**src/rtl/apb_pkg.sv**
```systemverilog
// rtl/apb_pkg.sv - shared types and constants for the APB demultiplexer
package apb_pkg;

    localparam int APB_PROT_W = 3;

    typedef enum logic [1:0] {
        IDLE   = 2'd0,
        SETUP  = 2'd1,
        ACCESS = 2'd2,
        RESP   = 2'd3
    } apb_state_t;

    // Width of the completer index; a single completer still needs one bit.
    function automatic int idx_width(input int n);
        return (n > 1) ? $clog2(n) : 1;
    endfunction

endpackage

```
**src/rtl/apb_demux_if.sv**
```systemverilog
// rtl/apb_demux_if.sv - upstream requester and downstream completer buses of the APB demultiplexer
interface apb_demux_if #(
    parameter int NUM_APB_SLAVES = 8,
    parameter int APB_ADDR_WIDTH = 32,
    parameter int APB_DATA_WIDTH = 32
);
    logic                                           PSEL_s;
    logic                                           PENABLE_s;
    logic                                           PWRITE_s;
    logic [APB_ADDR_WIDTH-1:0]                      PADDR_s;
    logic [APB_DATA_WIDTH-1:0]                      PWDATA_s;
    logic [APB_DATA_WIDTH/8-1:0]                    PSTRB_s;
    logic [apb_pkg::APB_PROT_W-1:0]                 PPROT_s;
    logic [APB_DATA_WIDTH-1:0]                      PRDATA_s;
    logic                                           PREADY_s;
    logic                                           PSLVERR_s;

    logic [NUM_APB_SLAVES-1:0]                      PSEL_m;
    logic                                           PENABLE_m;
    logic                                           PWRITE_m;
    logic [APB_ADDR_WIDTH-1:0]                      PADDR_m;
    logic [APB_DATA_WIDTH-1:0]                      PWDATA_m;
    logic [APB_DATA_WIDTH/8-1:0]                    PSTRB_m;
    logic [apb_pkg::APB_PROT_W-1:0]                 PPROT_m;
    logic [NUM_APB_SLAVES-1:0][APB_DATA_WIDTH-1:0]  PRDATA_m;
    logic [NUM_APB_SLAVES-1:0]                      PREADY_m;
    logic [NUM_APB_SLAVES-1:0]                      PSLVERR_m;

    modport slave (
        input  PSEL_s, PENABLE_s, PWRITE_s, PADDR_s, PWDATA_s, PSTRB_s, PPROT_s,
        output PRDATA_s, PREADY_s, PSLVERR_s,
        output PSEL_m, PENABLE_m, PWRITE_m, PADDR_m, PWDATA_m, PSTRB_m, PPROT_m,
        input  PRDATA_m, PREADY_m, PSLVERR_m
    );

    modport master (
        output PSEL_s, PENABLE_s, PWRITE_s, PADDR_s, PWDATA_s, PSTRB_s, PPROT_s,
        input  PRDATA_s, PREADY_s, PSLVERR_s,
        input  PSEL_m, PENABLE_m, PWRITE_m, PADDR_m, PWDATA_m, PSTRB_m, PPROT_m,
        output PRDATA_m, PREADY_m, PSLVERR_m
    );

endinterface

```
**src/rtl/apb_addr_decoder.sv**
```systemverilog
// rtl/apb_addr_decoder.sv - maps an APB address onto a completer window index and a hit flag
module apb_addr_decoder
    import apb_pkg::*;
#(
    parameter int                      NUM_APB_SLAVES = 8,
    parameter int                      APB_ADDR_WIDTH = 32,
    parameter int                      SLAVE_ADDR_LSB = 12,
    parameter logic [APB_ADDR_WIDTH-1:0] BASE_ADDR    = 32'h4000_0000,
    localparam int                     IDX_W          = idx_width(NUM_APB_SLAVES)
) (
    input  logic [APB_ADDR_WIDTH-1:0] paddr,
    output logic [IDX_W-1:0]          idx,
    output logic                      hit
);

    localparam int HI_LSB = SLAVE_ADDR_LSB + IDX_W;

    logic hi_match;
    logic idx_ok;

    assign idx      = paddr[SLAVE_ADDR_LSB +: IDX_W];
    assign hi_match = (paddr >> HI_LSB) == (BASE_ADDR >> HI_LSB);

    // With a power-of-two completer count every index value is populated.
    if (NUM_APB_SLAVES == (1 << IDX_W)) begin : g_full
        assign idx_ok = 1'b1;
    end else begin : g_partial
        assign idx_ok = 32'(idx) < 32'(NUM_APB_SLAVES);
    end

    assign hit = hi_match && idx_ok;

endmodule

```
**src/rtl/apb_demux.sv**
```systemverilog
// rtl/apb_demux.sv - one APB requester replayed onto one of N completer windows with local error/timeout termination
module apb_demux
    import apb_pkg::*;
#(
    parameter int                        NUM_APB_SLAVES = 8,
    parameter int                        APB_ADDR_WIDTH = 32,
    parameter int                        APB_DATA_WIDTH = 32,
    parameter int                        SLAVE_ADDR_LSB = 12,
    parameter logic [APB_ADDR_WIDTH-1:0] BASE_ADDR      = 32'h4000_0000,
    parameter int                        TIMEOUT_CYCLES = 256
) (
    input  logic        PCLK,
    input  logic        PRESETn,
    apb_demux_if.slave  bus,
    output logic        timeout_pulse
);

    localparam int IDX_W  = idx_width(NUM_APB_SLAVES);
    localparam int STRB_W = APB_DATA_WIDTH / 8;
    localparam int CNT_W  = (TIMEOUT_CYCLES > 0) ? $clog2(TIMEOUT_CYCLES + 1) : 1;
    localparam bit TO_EN  = TIMEOUT_CYCLES > 0;
    localparam logic [CNT_W-1:0] CNT_LAST = CNT_W'((TIMEOUT_CYCLES > 0) ? TIMEOUT_CYCLES - 1 : 0);

    apb_state_t                state_q, state_d;
    logic [IDX_W-1:0]          idx_q, idx_d;
    logic [APB_ADDR_WIDTH-1:0] addr_q, addr_d;
    logic [APB_DATA_WIDTH-1:0] wdata_q, wdata_d;
    logic                      write_q, write_d;
    logic [STRB_W-1:0]         strb_q, strb_d;
    logic [APB_PROT_W-1:0]     prot_q, prot_d;
    logic [APB_DATA_WIDTH-1:0] rdata_q, rdata_d;
    logic                      err_q, err_d;
    logic [CNT_W-1:0]          cnt_q, cnt_d;

    logic [IDX_W-1:0]          dec_idx;
    logic                      dec_hit;
    logic                      sel_ready;
    logic                      sel_err;
    logic [APB_DATA_WIDTH-1:0] sel_rdata;
    logic                      resp;
    logic                      busy;

    apb_addr_decoder #(
        .NUM_APB_SLAVES (NUM_APB_SLAVES),
        .APB_ADDR_WIDTH (APB_ADDR_WIDTH),
        .SLAVE_ADDR_LSB (SLAVE_ADDR_LSB),
        .BASE_ADDR      (BASE_ADDR)
    ) u_dec (
        .paddr (bus.PADDR_s),
        .idx   (dec_idx),
        .hit   (dec_hit)
    );

    assign sel_ready = bus.PREADY_m[idx_q];
    assign sel_err   = bus.PSLVERR_m[idx_q];
    assign sel_rdata = bus.PRDATA_m[idx_q];

    always_comb begin
        state_d       = state_q;
        idx_d         = idx_q;
        addr_d        = addr_q;
        wdata_d       = wdata_q;
        write_d       = write_q;
        strb_d        = strb_q;
        prot_d        = prot_q;
        rdata_d       = rdata_q;
        err_d         = err_q;
        cnt_d         = cnt_q;
        timeout_pulse = 1'b0;
        case (state_q)
            IDLE: begin
                if (bus.PSEL_s && !bus.PENABLE_s) begin
                    idx_d   = dec_idx;
                    addr_d  = bus.PADDR_s;
                    wdata_d = bus.PWDATA_s;
                    write_d = bus.PWRITE_s;
                    strb_d  = bus.PSTRB_s;
                    prot_d  = bus.PPROT_s;
                    rdata_d = '0;
                    err_d   = !dec_hit;
                    cnt_d   = '0;
                    state_d = dec_hit ? SETUP : RESP;
                end
            end
            SETUP: state_d = ACCESS;
            ACCESS: begin
                // A completer answering in the final allowed cycle still wins over the abort.
                if (sel_ready) begin
                    err_d   = sel_err;
                    rdata_d = (!write_q && !sel_err) ? sel_rdata : '0;
                    state_d = RESP;
                end else if (TO_EN && cnt_q == CNT_LAST) begin
                    timeout_pulse = 1'b1;
                    err_d         = 1'b1;
                    rdata_d       = '0;
                    state_d       = RESP;
                end else if (TO_EN) begin
                    cnt_d = cnt_q + CNT_W'(1);
                end
            end
            RESP:    state_d = IDLE;
            default: state_d = IDLE;
        endcase
    end

    always_ff @(posedge PCLK or negedge PRESETn) begin
        if (!PRESETn) begin
            state_q <= IDLE;
            idx_q   <= '0;
            addr_q  <= '0;
            wdata_q <= '0;
            write_q <= 1'b0;
            strb_q  <= '0;
            prot_q  <= '0;
            rdata_q <= '0;
            err_q   <= 1'b0;
            cnt_q   <= '0;
        end else begin
            state_q <= state_d;
            idx_q   <= idx_d;
            addr_q  <= addr_d;
            wdata_q <= wdata_d;
            write_q <= write_d;
            strb_q  <= strb_d;
            prot_q  <= prot_d;
            rdata_q <= rdata_d;
            err_q   <= err_d;
            cnt_q   <= cnt_d;
        end
    end

    assign resp = state_q == RESP;
    assign busy = (state_q == SETUP) || (state_q == ACCESS);

    assign bus.PSEL_m    = busy ? (NUM_APB_SLAVES'(1) << idx_q) : '0;
    assign bus.PENABLE_m = state_q == ACCESS;
    assign bus.PWRITE_m  = write_q;
    assign bus.PADDR_m   = addr_q;
    assign bus.PWDATA_m  = wdata_q;
    assign bus.PSTRB_m   = strb_q;
    assign bus.PPROT_m   = prot_q;

    assign bus.PREADY_s  = resp;
    assign bus.PSLVERR_s = resp && err_q;
    assign bus.PRDATA_s  = resp ? rdata_q : '0;

endmodule

```
**src/flat_wrapper.sv**
```systemverilog
// flat-port wrapper written by rule: the top's interface ports become plain ports
module apb_demux_flat import apb_pkg::*;
#(
    parameter int                        NUM_APB_SLAVES = 8,
    parameter int                        APB_ADDR_WIDTH = 32,
    parameter int                        APB_DATA_WIDTH = 32,
    parameter int                        SLAVE_ADDR_LSB = 12,
    parameter logic [APB_ADDR_WIDTH-1:0] BASE_ADDR      = 32'h4000_0000,
    parameter int                        TIMEOUT_CYCLES = 256
)
  (PCLK, PRESETn, timeout_pulse, bus_PSEL_s, bus_PENABLE_s, bus_PWRITE_s, bus_PADDR_s, bus_PWDATA_s, bus_PSTRB_s, bus_PPROT_s, bus_PRDATA_s, bus_PREADY_s, bus_PSLVERR_s, bus_PSEL_m, bus_PENABLE_m, bus_PWRITE_m, bus_PADDR_m, bus_PWDATA_m, bus_PSTRB_m, bus_PPROT_m, bus_PRDATA_m, bus_PREADY_m, bus_PSLVERR_m);
  apb_demux_if #(.NUM_APB_SLAVES(NUM_APB_SLAVES), .APB_ADDR_WIDTH(APB_ADDR_WIDTH), .APB_DATA_WIDTH(APB_DATA_WIDTH)) bus_i ();
  input  logic PCLK;
  input  logic PRESETn;
  output logic timeout_pulse;
  input wire logic [$bits(bus_i.PSEL_s)-1:0] bus_PSEL_s;
  input wire logic [$bits(bus_i.PENABLE_s)-1:0] bus_PENABLE_s;
  input wire logic [$bits(bus_i.PWRITE_s)-1:0] bus_PWRITE_s;
  input wire logic [$bits(bus_i.PADDR_s)-1:0] bus_PADDR_s;
  input wire logic [$bits(bus_i.PWDATA_s)-1:0] bus_PWDATA_s;
  input wire logic [$bits(bus_i.PSTRB_s)-1:0] bus_PSTRB_s;
  input wire logic [$bits(bus_i.PPROT_s)-1:0] bus_PPROT_s;
  output wire logic [$bits(bus_i.PRDATA_s)-1:0] bus_PRDATA_s;
  output wire logic [$bits(bus_i.PREADY_s)-1:0] bus_PREADY_s;
  output wire logic [$bits(bus_i.PSLVERR_s)-1:0] bus_PSLVERR_s;
  output wire logic [$bits(bus_i.PSEL_m)-1:0] bus_PSEL_m;
  output wire logic [$bits(bus_i.PENABLE_m)-1:0] bus_PENABLE_m;
  output wire logic [$bits(bus_i.PWRITE_m)-1:0] bus_PWRITE_m;
  output wire logic [$bits(bus_i.PADDR_m)-1:0] bus_PADDR_m;
  output wire logic [$bits(bus_i.PWDATA_m)-1:0] bus_PWDATA_m;
  output wire logic [$bits(bus_i.PSTRB_m)-1:0] bus_PSTRB_m;
  output wire logic [$bits(bus_i.PPROT_m)-1:0] bus_PPROT_m;
  input wire logic [$bits(bus_i.PRDATA_m)-1:0] bus_PRDATA_m;
  input wire logic [$bits(bus_i.PREADY_m)-1:0] bus_PREADY_m;
  input wire logic [$bits(bus_i.PSLVERR_m)-1:0] bus_PSLVERR_m;
  assign bus_i.PSEL_s = bus_PSEL_s;
  assign bus_i.PENABLE_s = bus_PENABLE_s;
  assign bus_i.PWRITE_s = bus_PWRITE_s;
  assign bus_i.PADDR_s = bus_PADDR_s;
  assign bus_i.PWDATA_s = bus_PWDATA_s;
  assign bus_i.PSTRB_s = bus_PSTRB_s;
  assign bus_i.PPROT_s = bus_PPROT_s;
  assign bus_PRDATA_s = bus_i.PRDATA_s;
  assign bus_PREADY_s = bus_i.PREADY_s;
  assign bus_PSLVERR_s = bus_i.PSLVERR_s;
  assign bus_PSEL_m = bus_i.PSEL_m;
  assign bus_PENABLE_m = bus_i.PENABLE_m;
  assign bus_PWRITE_m = bus_i.PWRITE_m;
  assign bus_PADDR_m = bus_i.PADDR_m;
  assign bus_PWDATA_m = bus_i.PWDATA_m;
  assign bus_PSTRB_m = bus_i.PSTRB_m;
  assign bus_PPROT_m = bus_i.PPROT_m;
  assign bus_i.PRDATA_m = bus_PRDATA_m;
  assign bus_i.PREADY_m = bus_PREADY_m;
  assign bus_i.PSLVERR_m = bus_PSLVERR_m;
  apb_demux #(.NUM_APB_SLAVES(NUM_APB_SLAVES), .APB_ADDR_WIDTH(APB_ADDR_WIDTH), .APB_DATA_WIDTH(APB_DATA_WIDTH), .SLAVE_ADDR_LSB(SLAVE_ADDR_LSB), .BASE_ADDR(BASE_ADDR), .TIMEOUT_CYCLES(TIMEOUT_CYCLES)) u_core (.PCLK(PCLK), .PRESETn(PRESETn), .bus(bus_i), .timeout_pulse(timeout_pulse));
endmodule
```
**config.mk**
```make
export PLATFORM = sky130hd
export DESIGN_NAME = apb_demux_flat
export DESIGN_NICKNAME = d
export VERILOG_FILES = /design/src/rtl/apb_pkg.sv /design/src/rtl/apb_demux_if.sv /design/src/rtl/apb_addr_decoder.sv /design/src/rtl/apb_demux.sv /design/src/flat_wrapper.sv
export SDC_FILE = /design/constraint.sdc
export NUM_CORES = 1
export LEC_CHECK = 0
export CAP_MARGIN = 20
export CORE_AREA = 3 3 179 181
export DETAILED_ROUTE_END_ITERATION = 8
export DIE_AREA = 0 0 182 184
export GPL_ROUTABILITY_DRIVEN = 0
export PLACE_DENSITY = 0.68
export SETUP_SLACK_MARGIN = 0.3
export SLEW_MARGIN = 20
export SYNTH_ARGS = -nofsm -noshare
export SYNTH_HDL_FRONTEND = slang
export SYNTH_SLANG_ARGS = --single-unit
```
**constraint.sdc**
```tcl
create_clock -name PCLK -period 2.3 [get_ports PCLK]
set_input_delay 0.69 -clock PCLK [delete_from_list [all_inputs] [get_ports PCLK]]
set_output_delay 0.69 -clock PCLK [all_outputs]
set_load 0.02 [all_outputs]
```
---- Word-level counts from Yosys, hierarchy flattened ----
Index checks and enable logic that the tools add are counted.
storage, ports and cells
  output and inout port bits .............. 116
  word-level logic and storage cells ...... 65
  input bits .............................. 348
  bits in read-only memories .............. 0
  register bits after elaboration ......... 119
  RAM bits ................................ 0
  bits in latches ......................... 0
  memories kept ........................... 0
operators by class
  $add $sub $neg .......................... 1
  bitwise gates (word level) .............. 0
  equal/unequal tests ..................... 9
  div/mod/pow operators ................... 0
  magnitude comparators ................... 1
  multiply operators ...................... 0
  mux-type cells .......................... 29
  reduce and logical (&&, ||, !) cells .... 14
  shift operators ......................... 1
operators with widths
  operator                                                     count
  2-to-1 mux 32 bit                                            6
  binary-select mux 32 bit (select 3 bit)                      1
  one-hot mux 32 bit (2 select lines)                          1
  2-to-1 mux 9 bit                                             3
  one-hot mux 9 bit (2 select lines)                           1
  == test 17 x 16 -> 1 bit (second input constant)             1
  adder 9 x 1 -> 9 bit (second input constant)                 1
  == test 9 x 8 -> 1 bit (second input constant)               1
  2-to-1 mux 1 bit                                             8
  2-to-1 mux 2 bit                                             4
  2-to-1 mux 8 bit                                             1
  one-hot mux 2 bit (4 select lines)                           1
  << shifter 1 x 3 -> 8 bit (first input constant)             1
  binary-select mux 1 bit (select 3 bit)                       2
  == test 2 bit (second input constant)                        2
  zero test 1 bit                                              4
  less-than comparator 3 x 4 -> 1 bit (second input constant)  1
  inequality test 2 bit (second input constant)                2
  AND reduction 2 bit                                          2
  AND reduction 4 bit                                          1
  logical AND 1 bit                                            3
  inequality test 3 x 1 -> 1 bit (second input constant)       1
  AND reduction 3 bit                                          1
  == test 2 x 1 -> 1 bit (second input constant)               1
  5 further kinds                                              5

---- Longest topological paths before layout ----
  depth after elaboration ................. 7
  gate-level depth with buffers ........... 10
  gate-level depth less buffers ........... 10

---- Hierarchy ----
From an unflattened synthesis, not the netlist that was laid out.
second synthesis, totals
  cells, all modules ...................... 505
  area, all modules ....................... 7,133.1 um^2
modules (own cells, without submodules)
  module            instances  area each (um^2)  sequential area each (um^2)  cells each
  apb_demux         1          7,066.8           2,977.9                      496
  apb_addr_decoder  1          66.3              0.0                          9

---- Worst setup path before layout ----
Ideal clock, no wire load.
  path kind ............................... reg2out
  start point ............................. reg u_core.bus.PADDR_m[14] (netlist name)
  end point ............................... out bus_PSEL_m[6]
  data arrival time ....................... 1,866 ps
  required time ........................... 1,610 ps
  cell stages (with the launch flop) ...... 6
  buffers on the path ..................... 3
  slack ................................... -256 ps
  cells stage by stage .................... dfrtp_1 -> clkbuf_1 -> buf_1 -> buf_1 -> nand2_1 -> nor2_1
RTL lines
  element    RTL line            RTL
  to (decl)  flat_wrapper.sv:26  output wire logic [$bits(bus_i.PSEL_m)-1:0] bus_PSEL_m;

==> flow_summary.ini <==
[pwr]
max-vdd-ir-drop_mv = 0.644
leakage_uw = 0.00588
cellPowerDensity_nw_per_um2 = 1150

[critical_path]
start_kind = flip-flop
reg2reg_setup_slack_ps = -270
required_ps = 1610
cp_max_fo = 7
crit_type = flip-flop to output pin
crit_path_end_kind = output pin
arrival_ps = 1960

[clocking]
tritoncts = done
cts_sinks = 116
clock_latency_ps = 410
path_clk_slew_ps = 60
root_buffer = clkbuf_16
clockBufferDepth = 2
cts_htree_levels = 4
numCtsBuffers = 17
holdBufCountCts = 0

[synth]
ys.flop_type = dfrtp_1
synth_cell_types = 38
synth_edf_count = 0
async_flop_share = 1.00
netlist_instances = 493
synthesis.area_um2 = 7020
ys_seq_area_frac = 0.414
synth_warnings = 0
syn_nets = 847
synth_area_per_cell_um2 = 14.2
synth_seq_cells = 116

[floorplan]
die_h_um = 184
fp.dieArea_um2 = 33500
die_w_um = 182
rows = 64
io_pins = 464
coreArea_um2 = 30600
initial_utilization = 0.229

[timing]
fin_crit_ps = 2650
timing.final.ws_setup_ps = -352
hold_viol_final = 0
fmax_mhz = 377
drv_slew = 0
skew_ps = 8.94
worst_pin_slew_ps = 343
rsz0062_at_grt = true
holdWs_ps = 149
slew_headroom = 0.764
setup_viol = 59
fin_crit_sh = 1.15

[final_layout]
finalNetCount = 1376
fillers = 2770
drive_gt1_frac = 0.415
post-route-cell-area_um2 = 14100
area_delta_synth_final_pct = 101

[placement]
port-buffer-count = 463
dp_hpwl_mm = 24.8
postPlaceCellArea_um2 = 12500

[route]
drt_wl_total_mm = 32.9
drtIter0Drc = 189
ant_nets = 0
firstDrtPassIters = 5
routedWlPerCell_um = 23.0
remaining_drc_errors = 0
num_vias = 6590
viasPerCell = 4.60

[status]
outcome = complete, but fails checks
failed_checks = setup timing

[run]
cap_violations = 0

[grt]
grt_first_pass_wirelength_mm = 46.7
grt_pass1_vias = 7402
grt_max_degree = 55
antenna_found_initial = 3
overflow = 0
gr-usage-all-layers = 0.187

[min_path]
hp-class = input pin to asynchronous set/reset pin
[worst max-delay path, stage by stage (launching register included)]
cell and delay (ps):
dfrtp_4 530, mux2i_1 160, mux4_2 530, and3_4 210
buf_6 120
[power breakdown]
part	total (uW)	internal (uW)	leakage (uW)	switching [uW]
sequential	3450	2910	0.00146	541
clock	3120	2040	0.000328	1080
combinational	9640	5030	0.00409	4610
[area by class of cell]
class | count | area (um^2) | area share
repair buffers | 551 | 5650 | 0.400
multi-input cells | 329 | 4370 | 0.309
flip-flops and latches | 116 | 2910 | 0.206
well taps | 396 | 495 | 0.0351
clock buffers | 17 | 425 | 0.0301
clock inverters | 14 | 250 | 0.0177
inverters | 7 | 26.3 | 0.00186
diodes | 3 | 7.51 | 0.000531
[cell usage after synthesis, drive strengths merged (7+ instances only)]
master,number,area share
mux2i,36,0.051
nand3,13,0.0093
buf,14,0.013
nand2,11,0.0059
inv,7,0.0037
mux4,66,0.21
mux2,76,0.12
and2,33,0.029
nor2,10,0.0053
dfrtp,116,0.41
o21ai,7,0.0050
clkbuf,27,0.014
o2bb2ai,32,0.067
[final timing paths]
| kind | from | to | depth (start not counted) |
|---|---|---|---|
| min in group PCLK | u_core.bus.PADDR_m[15]$_DFFE_PN0P_ | u_core.bus.PADDR_m[15]$_DFFE_PN0P_ | 1 |
| worst min-delay path | PRESETn | u_core.bus.PPROT_m[1]$_DFFE_PN0P_ | 1 |
| worst max register to register | u_core.bus.PADDR_m[12]$_DFFE_PN0P_ | u_core.rdata_q[28]$_DFFE_PN0P_ | 7 |
| worst min register to register | u_core.bus.PADDR_m[15]$_DFFE_PN0P_ | u_core.bus.PADDR_m[15]$_DFFE_PN0P_ | 1 |
| max in group asynchronous | PRESETn | u_core.bus.PADDR_m[13]$_DFFE_PN0P_ | 2 |
| worst max-delay path | u_core.bus.PADDR_m[12]$_DFFE_PN0P_ | timeout_pulse | 4 |
[registers in the layout, indices dropped and copies added (netlist names)]
signal / count
u_core.bus.PADDR_m: 32
u_core.rdata_q: 32
u_core.bus.PWRITE_m: 1
u_core.bus.PWDATA_m: 32
u_core.state_q: 2
u_core.bus.PSTRB_m: 4
u_core.bus.PPROT_m: 3
u_core.err_q: 1
u_core.cnt_q: 9
[kinds of logic after synthesis]
| kind of cell | count (synthesis) | synth area share |
|---|---|---|
| multiplexers | 178 | 0.386 |
| buffers and inverters | 48 | 0.0308 |
| AND/OR/NAND/NOR | 92 | 0.0727 |
| flip-flops | 116 | 0.414 |
| AO/OA/AOI/OAI | 53 | 0.0866 |
| adder cells (fa/ha/maj) | 6 | 0.0107 |
[layer usage]
layer | part of all wire | vias up | global-route usage | routed length, um
met1 | 0.37 | 3286 | 0.212 | 12300
met3 | 0.088 | 15 | 0.0609 | 2890
met4 | 0.010 | 0 | 0.0454 | 338
li1 | - | 2974 | - | -
met2 | 0.53 | 315 | 0.340 | 17400
met5 | 0 | - | 0 | 0
[cells in the final DEF (no fill, tap or decap), drive strengths merged, types with 7 or more instances in the layout]
| cell | count |
|---|---|
| nor2 | 10 |
| and2 | 33 |
| mux2i | 36 |
| mux4 | 66 |
| mux2 | 76 |
| o21ai | 7 |
| nand2 | 11 |
| inv | 9 |
| clkdlybuf4s50 | 327 |
| dfrtp | 116 |
| dlygate4sd2 | 86 |
| nand3 | 13 |
| clkbuf | 19 |
| buf | 134 |
| o2bb2ai | 32 |
[what timing repair did]
action,CTS,global route
endpoints found under the hold margin,0,0
buffers inserted,29,8
cloned,4,2
setup endpoints to repair,159,89
pin swaps,21,12
gates resized for setup,409,69
[through the flow]
| step | worst slack [ps] | std cells | util | power, uW | setup TNS, ps |
|---|---|---|---|---|---|
| after floorplan | 7.39 | 493 | - | 8510 | 0 |
| after global placement | -811 | 1356 | 0.409 | 12200 | -23400 |
| after detailed placement | -837 | 1356 | 0.409 | 12300 | -24390 |
| after CTS | -332 | 1420 | 0.450 | 16000 | -8670 |
| after global routing | -374 | 1433 | 0.462 | 17100 | -13640 |
| final | -352 | 1433 | 0.462 | 16200 | -10220 |
(Power assumes the default switching activity.)
